==> src/rtl/neuron_pkg.sv <==
// +--------------------------------------------------------------------------+
// | Module : neuron_pkg                                                      |
// | Brief  : Shared state encoding and saturating arithmetic helpers for     |
// |          the fixed-point neuron layer.                                   |
// | Rev    : 1.0                                                             |
// +--------------------------------------------------------------------------+
`default_nettype none

package neuron_pkg;

    typedef enum logic [1:0] {
        IDLE  = 2'd0,
        ACCUM = 2'd1,
        FINAL = 2'd2,
        OUT   = 2'd3
    } state_t;

    // Operands are held in 64 bits; all layer values stay far below 2^62, so the add cannot overflow.
    function automatic logic signed [63:0] sat_add(input logic signed [63:0] a,
                                                   input logic signed [63:0] b,
                                                   input int                 w);
        logic signed [63:0] s;
        logic signed [63:0] hi;
        logic signed [63:0] lo;
        s  = a + b;
        hi = (64'sd1 <<< (w - 1)) - 64'sd1;
        lo = -(64'sd1 <<< (w - 1));
        if (s > hi)      return hi;
        else if (s < lo) return lo;
        else             return s;
    endfunction

    function automatic logic signed [63:0] clamp(input logic signed [63:0] v,
                                                 input int                 from_w,
                                                 input int                 to_w);
        logic signed [63:0] hi;
        logic signed [63:0] lo;
        if (from_w <= to_w) return v;
        hi = (64'sd1 <<< (to_w - 1)) - 64'sd1;
        lo = -(64'sd1 <<< (to_w - 1));
        if (v > hi)      return hi;
        else if (v < lo) return lo;
        else             return v;
    endfunction

    function automatic logic signed [63:0] relu(input logic signed [63:0] v);
        return (v < 64'sd0) ? 64'sd0 : v;
    endfunction

endpackage

`default_nettype wire

==> src/rtl/neuron_lane.sv <==
// +--------------------------------------------------------------------------+
// | Module : neuron_lane                                                     |
// | Brief  : One neuron: weight/bias store, multiply-shift, saturating       |
// |          accumulator, bias/clamp/activation (ReLU when NEURON_RELU_EN).  |
// | Rev    : 1.0                                                             |
// +--------------------------------------------------------------------------+
`default_nettype none

module neuron_lane
    import neuron_pkg::*;
#(
    parameter int DEPTH  = 16,
    parameter int FRAC   = 8,
    parameter int ACC_W  = 32,
    parameter int N_IN   = 4,
    parameter int ADDR_W = 3
) (
    input  logic              clk,
    input  logic              rst,
    input  logic              we,
    input  logic [ADDR_W-1:0] addr,
    input  logic [DEPTH-1:0]  wdata,
    input  logic [DEPTH-1:0]  x_data,
    input  logic [ADDR_W-1:0] idx,
    input  logic              beat,
    input  logic              first,
    input  logic              fin,
    output logic [DEPTH-1:0]  y
);

    localparam logic [ADDR_W-1:0] c_bias_addr = ADDR_W'(N_IN);

    logic signed [DEPTH-1:0]   r_mem [N_IN+1];
    logic signed [ACC_W-1:0]   r_acc;
    logic        [DEPTH-1:0]   r_y;

    logic signed [2*DEPTH-1:0] w_prod;
    logic signed [2*DEPTH-1:0] w_shift;
    logic signed [63:0]        w_term;
    logic signed [63:0]        w_acc_base;
    logic signed [63:0]        w_res;
    logic signed [63:0]        w_cl;
    logic signed [63:0]        w_out;

    // Storage survives reset; a write in the same cycle as a beat lands after the read.
    always_ff @(posedge clk) begin
        if (we && (addr <= c_bias_addr)) begin
            r_mem[addr] <= $signed(wdata);
        end
    end

    assign w_prod     = $signed(x_data) * r_mem[idx];
    assign w_shift    = w_prod >>> FRAC;
    assign w_term     = sat_add(64'(w_shift), 64'sd0, ACC_W);
    assign w_acc_base = first ? 64'sd0 : 64'(r_acc);
    assign w_res      = sat_add(64'(r_acc), 64'(r_mem[c_bias_addr]), ACC_W);
    assign w_cl       = clamp(w_res, ACC_W, DEPTH);

`ifdef NEURON_RELU_EN
    assign w_out = relu(w_cl);
`else
    assign w_out = w_cl;
`endif

    always_ff @(posedge clk) begin
        if (rst) begin
            r_acc <= '0;
            r_y   <= '0;
        end else begin
            if (beat) begin
                r_acc <= ACC_W'(sat_add(w_acc_base, w_term, ACC_W));
            end
            if (fin) begin
                r_y <= DEPTH'(w_out);
            end
        end
    end

    assign y = r_y;

endmodule

`default_nettype wire

==> src/rtl/neuron_layer.sv <==
// +--------------------------------------------------------------------------+
// | Module : neuron_layer                                                    |
// | Brief  : LANES fixed-point neurons sharing one valid/ready input stream; |
// |          NEURON_RELU_EN selects ReLU activation in every lane.           |
// | Rev    : 1.0                                                             |
// +--------------------------------------------------------------------------+
`default_nettype none

module neuron_layer
    import neuron_pkg::*;
#(
    parameter int DEPTH  = 16,
    parameter int FRAC   = 8,
    parameter int ACC_W  = 32,
    parameter int N_IN   = 4,
    parameter int LANES  = 2,
    parameter int LANE_W = (LANES > 1) ? $clog2(LANES) : 1,
    parameter int ADDR_W = $clog2(N_IN + 1)
) (
    input  logic                   clk,
    input  logic                   rst,
    input  logic                   w_we,
    input  logic [LANE_W-1:0]      w_lane,
    input  logic [ADDR_W-1:0]      w_addr,
    input  logic [DEPTH-1:0]       w_data,
    input  logic                   x_valid,
    output logic                   x_ready,
    input  logic [DEPTH-1:0]       x_data,
    output logic                   y_valid,
    input  logic                   y_ready,
    output logic [LANES*DEPTH-1:0] y_data,
    output logic                   busy
);

    localparam logic [ADDR_W-1:0] c_last_idx = ADDR_W'(N_IN - 1);

    state_t              r_state;
    state_t              w_next;
    logic [ADDR_W-1:0]   r_idx;
    logic                w_beat;
    logic                w_first;
    logic                w_fin;

    always_ff @(posedge clk) begin
        if (rst) begin
            r_state <= IDLE;
            r_idx   <= '0;
        end else begin
            r_state <= w_next;
            if (w_beat) begin
                r_idx <= (r_idx == c_last_idx) ? '0 : r_idx + 1'b1;
            end else if (r_state == OUT) begin
                r_idx <= '0;
            end
        end
    end

    always_comb begin
        w_next  = r_state;
        x_ready = 1'b0;
        y_valid = 1'b0;
        case (r_state)
            IDLE, ACCUM: begin
                x_ready = 1'b1;
                if (x_valid) begin
                    w_next = (r_idx == c_last_idx) ? FINAL : ACCUM;
                end
            end
            FINAL: w_next = OUT;
            OUT: begin
                y_valid = 1'b1;
                if (y_ready) w_next = IDLE;
            end
            default: w_next = IDLE;
        endcase
    end

    assign w_beat  = x_valid && x_ready;
    assign w_first = (r_state == IDLE);
    assign w_fin   = (r_state == FINAL);
    assign busy    = (r_state != IDLE);

    for (genvar k = 0; k < LANES; k++) begin : g_lane
        logic w_lane_we;
        assign w_lane_we = w_we && (r_state == IDLE) && (w_lane == LANE_W'(k));

        neuron_lane #(
            .DEPTH  (DEPTH),
            .FRAC   (FRAC),
            .ACC_W  (ACC_W),
            .N_IN   (N_IN),
            .ADDR_W (ADDR_W)
        ) u_lane (
            .clk    (clk),
            .rst    (rst),
            .we     (w_lane_we),
            .addr   (w_addr),
            .wdata  (w_data),
            .x_data (x_data),
            .idx    (r_idx),
            .beat   (w_beat),
            .first  (w_first),
            .fin    (w_fin),
            .y      (y_data[k*DEPTH +: DEPTH])
        );
    end

endmodule

`default_nettype wire

==> config.mk <==
export PLATFORM = sky130hd
export DESIGN_NAME = neuron_layer
export DESIGN_NICKNAME = d
export VERILOG_FILES = /design/src/rtl/neuron_pkg.sv /design/src/rtl/neuron_lane.sv /design/src/rtl/neuron_layer.sv
export SDC_FILE = /design/constraint.sdc
export NUM_CORES = 2
export LEC_CHECK = 0
export BUFFER_PORTS_ARGS = -buffer_cell sky130_fd_sc_hd__buf_2
export CAP_MARGIN = 20
export CORE_MARGIN = 5
export CORE_UTILIZATION = 55
export DETAILED_ROUTE_END_ITERATION = 8
export MAX_ROUTING_LAYER = met4
export PLACE_DENSITY = 0.71
export SYNTH_ARGS = -nofsm -noshare
export SYNTH_HDL_FRONTEND = slang
export SYNTH_SLANG_ARGS = --single-unit
==> constraint.sdc <==
create_clock -name clk -period 19.2 [get_ports clk]
set_clock_uncertainty 0.2 [all_clocks]
set_input_delay 2.88 -clock clk [delete_from_list [all_inputs] [get_ports clk]]
set_output_delay 2.88 -clock clk [all_outputs]
set_load 0.1 [all_outputs]
======== Word level (Yosys, flattened, before mapping) ========
Memories as Yosys holds them, arrays and structs flattened. A register that Yosys moved wholly into a read port is not among the register bits.
Cells that the tools add are included.
cells by class
  add/subtract/negate cells ............... 5
  $mul .................................... 2
  $lt $le $gt $ge ......................... 17
  equal/unequal tests ..................... 6
  muxes and demuxes ....................... 35
  bitwise gates (word level) .............. 1
  reductions and logical operators ........ 11
operator list
  operator                count
  $mux W64                10
  $gt A64 B32 Y1 const B  4
  $lt A64 B32 Y1 const B  4
  $add A64 B64 Y64        2
  $gt A64 B16 Y1 const B  2
  $lt A64 B16 Y1 const B  2
  $mux W32                4
  $add A32 B16 Y33        2
  $gt A24 B32 Y1 const B  2
  $lt A24 B32 Y1 const B  2
  $mul A16 B16 Y32        2
  $mux W16                4
  $mux W3                 7
  $logic_and A1 B1 Y1     6
  $mux W1                 6
  $mux W2                 3
  $pmux W2 S3             1
  $eq A2 B2 Y1 const B    2
  $ne A2 B2 Y1 const B    2
  $reduce_bool A2 Y1      2
  $add A3 B1 Y3 const B   1
  $eq A3 B2 Y1 const B    1
  $le A3 B3 Y1 const B    1
  $eq A2 B1 Y1 const B    1
  other kinds (4)         4
word-level totals
  flip-flop bits (word level) ............. 101
  bits in writable memories ............... 160
  input bits .............................. 41
  logic and storage cells ................. 85
  memories kept ........................... 2
memory list
  name                    words  bits a word  read ports  clocked after Yosys merged registers in  write ports  line               source
  g_lane[0].u_lane.r_mem  5      16           2           1                                        1            neuron_lane.sv:33  logic signed [DEPTH-1:0] r_mem [N_IN+1];
  g_lane[1].u_lane.r_mem  5      16           2           1                                        1            neuron_lane.sv:33

======== Longest topological paths before layout ========
  depth after elaboration ................. 8
  depth in mapped cells ................... 48
  gate-level depth less buffers ........... 43

======== By module ========
Synthesis repeated with hierarchy kept, for this count alone.
second synthesis, totals
  cells, all modules ...................... 4,072
  area total of the unflattened synthesis .. 37,761.2 um2
modules (own cells, without submodules)
  module                           instances  cells an instance  area each (um2)  sequential area each (um2)
  neuron_lane at g_lane[1].u_lane  1          2,077              19,074.5         3,363.2
  neuron_lane at g_lane[0].u_lane  1          1,967              18,413.9         3,363.2
  neuron_layer                     1          28                 272.8            100.1

======== Worst setup path before layout ========
Ideal clock, no wire load.
  path kind ............................... in2reg
  from .................................... in x_data[2]
  to ...................................... reg g_lane[1].u_lane.r_acc[11]
  data arrival time ....................... 12,442 ps
  required time ........................... 18,857 ps
  slack ................................... 6,415 ps
  stages .................................. 39
  path through ............................ clkbuf_1 > clkbuf_1 > nand2_1 > fa_1 > inv_1 > ha_1 > inv_1 > fa_1 > inv_1 > fa_1 > fa_1 > inv_1 > fa_1 > inv_1 > ha_1 > or4_1 > o21ai_0 > o21ai_1 > [3 not listed] > a41o_1 > or3_4 > a31oi_4 > xnor2_1 > ha_1 > a21o_1 > a21o_1 > a21o_1 > or3_1 > o21ai_0 > nor3_1 > or3_4 > fa_1 > o21ai_0 > o311ai_4 > nor2_1 > clkbuf_1 > a211oi_1
between the ends
  word-level cells in the longest chain between the ends .. 8
RTL lines
  item                  line                source
  start, declared       neuron_layer.sv:28  input logic [DEPTH-1:0] x_data,
  $mul A16 B16 Y32 *    neuron_lane.sv:52   assign w_prod = $signed(x_data) * r_mem[idx];
  $lt A24 B32 Y1        neuron_pkg.sv:29    else if (s < lo) return lo;
  $mux W64              neuron_pkg.sv:29
  $mux W64 *            neuron_pkg.sv:28    if (s > hi) return hi;
  $add A64 B64 Y64 *    neuron_pkg.sv:25    s = a + b;
  $lt A64 B32 Y1        neuron_pkg.sv:29
  $mux W32              neuron_pkg.sv:29
  $mux W32 *            neuron_pkg.sv:28
  end signal, assigned  neuron_lane.sv:71   r_acc <= ACC_W'(sat_add(w_acc_base, w_term, ACC_W));
  end, declared         neuron_lane.sv:34   logic signed [ACC_W-1:0] r_acc;
Mark *: on every way between the ends. The rest lies on a longest branch, timed or not.
A chain may end at the register's enable or synchronous reset.

======== Worst setup path after layout ========
  from .................................... in x_data[5]
  to ...................................... reg g_lane[1].u_lane.r_acc[0]
The elaborated chain is that of the path after synthesis.

==> qor.csv <==
stage,metric,value,unit
run_status,status,completed,
global_route,grt_pass1_wl,145000,um
critical_path,timing.rr.end,g_lane[1].u_lane.r_acc[0],
critical_path,reg2regPathDepth,40,
logic_synthesis,synth-edff-count,160,
drt,wl_per_cell,18.2,um
timing,tightest_slew,0.990,ns
critical_path,critPathTopFamily,adder cells,
global_route,antenna_found_initial,2,
floorplan,std_cell_rows,94,
logic_synthesis,synth.avg_cell_area,9.29,um2
hold_path,whs_endpoint,g_lane[1].u_lane.y[8],
logic_synthesis,synthesis.area,36400,um2
logic_synthesis,synth_nets,4772,
cells_and_area,syn2layout_area_growth,5.52,%
floorplan,ios,76,
timing,max_clock_freq,0.0738,GHz
critical_path,critPathBufInv,6,
timing,fin_crit_sh,0.706,
critical_path,critPathLaunchType,input pin,
critical_path,r2r_slack,6.40,ns
floorplan,start_util,0.554,
global_route,grt_use_total,0.257,
hold_path,hold_path_class,reg -> reg,
logic_synthesis,synthAdderAreaFrac,0.389,
cts,root_buffer,clkbuf_16,
timing,slew_viol_final,0,
cts,path_clk_slew,0.07,ns
logic_synthesis,synthArstFlopShare,0,
critical_path,slowest_stage,a21o_1,
drt,drtAntennaViolNets,0,
drt,wl,87100,um
logic_synthesis,synth_top_family_by_area,adder cells,
cts,insertion_delay,0.53,ns
critical_path,crit_fanout,32,
critical_path,cp_common_cell,fa_1,
logic_synthesis,synth_mux_area_frac,0.0248,
logic_synthesis,synth_compound_area_frac,0.106,
critical_path,worstPathRequired,19.38,ns
drt,drt_iter0_drc,1961,
logic_synthesis,synth.distinct_cells,85,
global_route,grt.overflow.total,0,
flow_run,max_cap_violations,0,
drt,vias,26631,
timing,finalHoldViolations,0,
cells_and_area,drive_above_1_share,0.0596,
floorplan,die_area,71400,um2
cts,post_cts_resized,0,
drt,vias_per_cell,5.58,
critical_path,endpoint_kind,register,
timing,fin_crit,13.55,ns
cts,cts_made_buffers,24,
logic_synthesis,yosys.area_share.simple,0.161,
floorplan,dieWidth,267,um
placement,port_buffers,75,
timing,rsz0062_at_grt,false,
cts,cts_num_sinks,264,
critical_path,crit_type,in -> reg,
logic_synthesis,synth_xor_area_frac,0.0412,
drt,drc,0,
cts,postCtsHoldBufs,0,
global_route,grt_pass1_vias,27402,
cells_and_area,num-nets-final,4747,
timing,finalSetupTns,0,ns
placement,place.gp.congestion,0.914,
cts,cts_setup_buffers,0,
critical_path,worst_path_largest_cell_delay,0.78,ns
hold_path,min_from,g_lane[1].u_lane.y[8],
floorplan,die_y,267,um
logic_synthesis,synth-seq-cells,264,
cts,cts_buffer_depth,3,
drt,dr.pass1.iters,7,
logic_synthesis,synthCells,3916,
hold_path,holdPathStages,2,
cts,cts_tree,yes,
logic_synthesis,synth_warnings,0,
critical_path,cp.arrival,13.74,ns
cts,cts_max_level,1,
logic_synthesis,synth_ff_type,edfxtp_1,
cells_and_area,nFillCells,5654,
placement,dp_hpwl,68200,um
critical_path,cp_num_cells,37,
global_route,grt_max_degree,69,
logic_synthesis,ys_seq_area_frac,0.189,
floorplan,core_area,65700,um2
timing,max-slew-margin-rel,0.336,
timing,setup_viol,0,
[metrics by stage]
| step | utilization | setup slack (ns) | std cells | instance area, um2 | hold WS (ns) |
|---|---|---|---|---|---|
| finish | 0.584 | 5.65 | 4775 | 38400 | 0.249 |
| global route | 0.584 | 5.05 | 4775 | 38400 | 0.286 |
| CTS | 0.584 | 5.70 | 4773 | 38400 | 0.255 |
| detailed placement | 0.571 | 5.17 | 4729 | 37500 | 0.239 |
| global placement | 0.571 | 5.34 | 4729 | 37500 | 0.236 |
| floorplan | - | 6.42 | 3916 | 36400 | 0.250 |
[worst max-delay path by stage]
stage | from | end | slack [ns]
global route | x_data[5] | g_lane[1].u_lane.r_acc[4] | 5.05
detailed placement | x_data[5] | g_lane[1].u_lane.r_acc[0] | 5.17
global placement | x_data[5] | g_lane[1].u_lane.r_acc[4] | 5.34
finish | x_data[5] | g_lane[1].u_lane.r_acc[0] | 5.65
CTS | x_data[5] | g_lane[1].u_lane.r_acc[0] | 5.70
floorplan | x_data[2] | g_lane[1].u_lane.r_acc[11] | 6.42
[area by class of cell]
class	instances	area (um2)	area share
Antenna cell	2	5.00	0.000130
Clock buffer	30	686	0.0179
Timing Repair Buffer	103	586	0.0152
Multi-Input combinational cell	2800	26400	0.686
Inverter	698	2620	0.0682
Sequential cell	264	6890	0.179
Tap cell	864	1080	0.0282
Clock inverter	14	185	0.00482
[worst min-delay path: cells and delay by family, from the launching register on]
kind	cells	cell delay (ns)
flops	1	0.32
compound gates	1	0.05
simple gates	1	0.04
[per-layer routing]
metal  vias up  part of all wire  GRT usage
met2       726              0.45      0.394
li1      12591                 -          -
met3        88             0.057     0.0236
met4         0             0.017     0.0450
met5         -                 0          -
met1     13226              0.48      0.383
[kinds of logic after synthesis]
family / Yosys count
mux: 50
compound gates: 579
flops: 264
xor+xnor: 171
simple gates: 1185
buf+inv: 852
fa+ha+maj: 815
[cells in the mapped netlist (23+ instances only)]
cell type  count  area (um2)
xor2_1        65         569
nand4_1       28         175
edfxtp_1     160        4800
and2_1       144         901
a211oi_1      44         330
nand2_1      388        1460
fa_1         528       10600
mux4_2        32         721
nor3_1        75         375
dfxtp_1      104        2080
nand3_1       34         170
inv_1        697        2620
o21bai_1      23         173
o21a_1        30         225
nor2_1       206         773
ha_1         287        3590
nand2b_1      46         288
a21o_1        70         526
o21ai_0       87         435
clkbuf_1     137         514
a21oi_1      176         881
xnor2_1      106         928
nor2b_1      178        1110
[layout by cell type (no fill, tap or decap), types with 11 or more instances in the layout]
master / n
a211oi_1: 44
a21o_1: 70
a21oi_1: 176
a31oi_1: 20
and2_1: 144
and3_1: 17
buf_2: 75
buf_4: 28
clkbuf_16: 26
dfxtp_1: 103
edfxtp_1: 160
fa_1: 528
ha_1: 287
inv_1: 697
mux2i_1: 18
mux4_2: 32
nand2_1: 388
nand2b_1: 46
nand3_1: 34
nand4_1: 28
nor2_1: 200
nor2b_1: 177
nor3_1: 73
nor4_1: 11
o211ai_1: 21
o21a_1: 30
o21ai_0: 87
o21bai_1: 23
or2_2: 19
or3_1: 13
xnor2_1: 106
xor2_1: 65
[flip-flops by register name, summed over array words and instances (netlist names), named ones only]
| register | flops |
|---|---|
| g_lane.u_lane.y | 32 |
| g_lane.u_lane.r_acc | 64 |
| r_idx | 3 |
| r_state | 2 |
| g_lane.u_lane.r_mem | 160 |
Power is left out: the tool's default activity adds up to more than one toggle a clock period on the data nets, which glitch-free logic cannot reach.
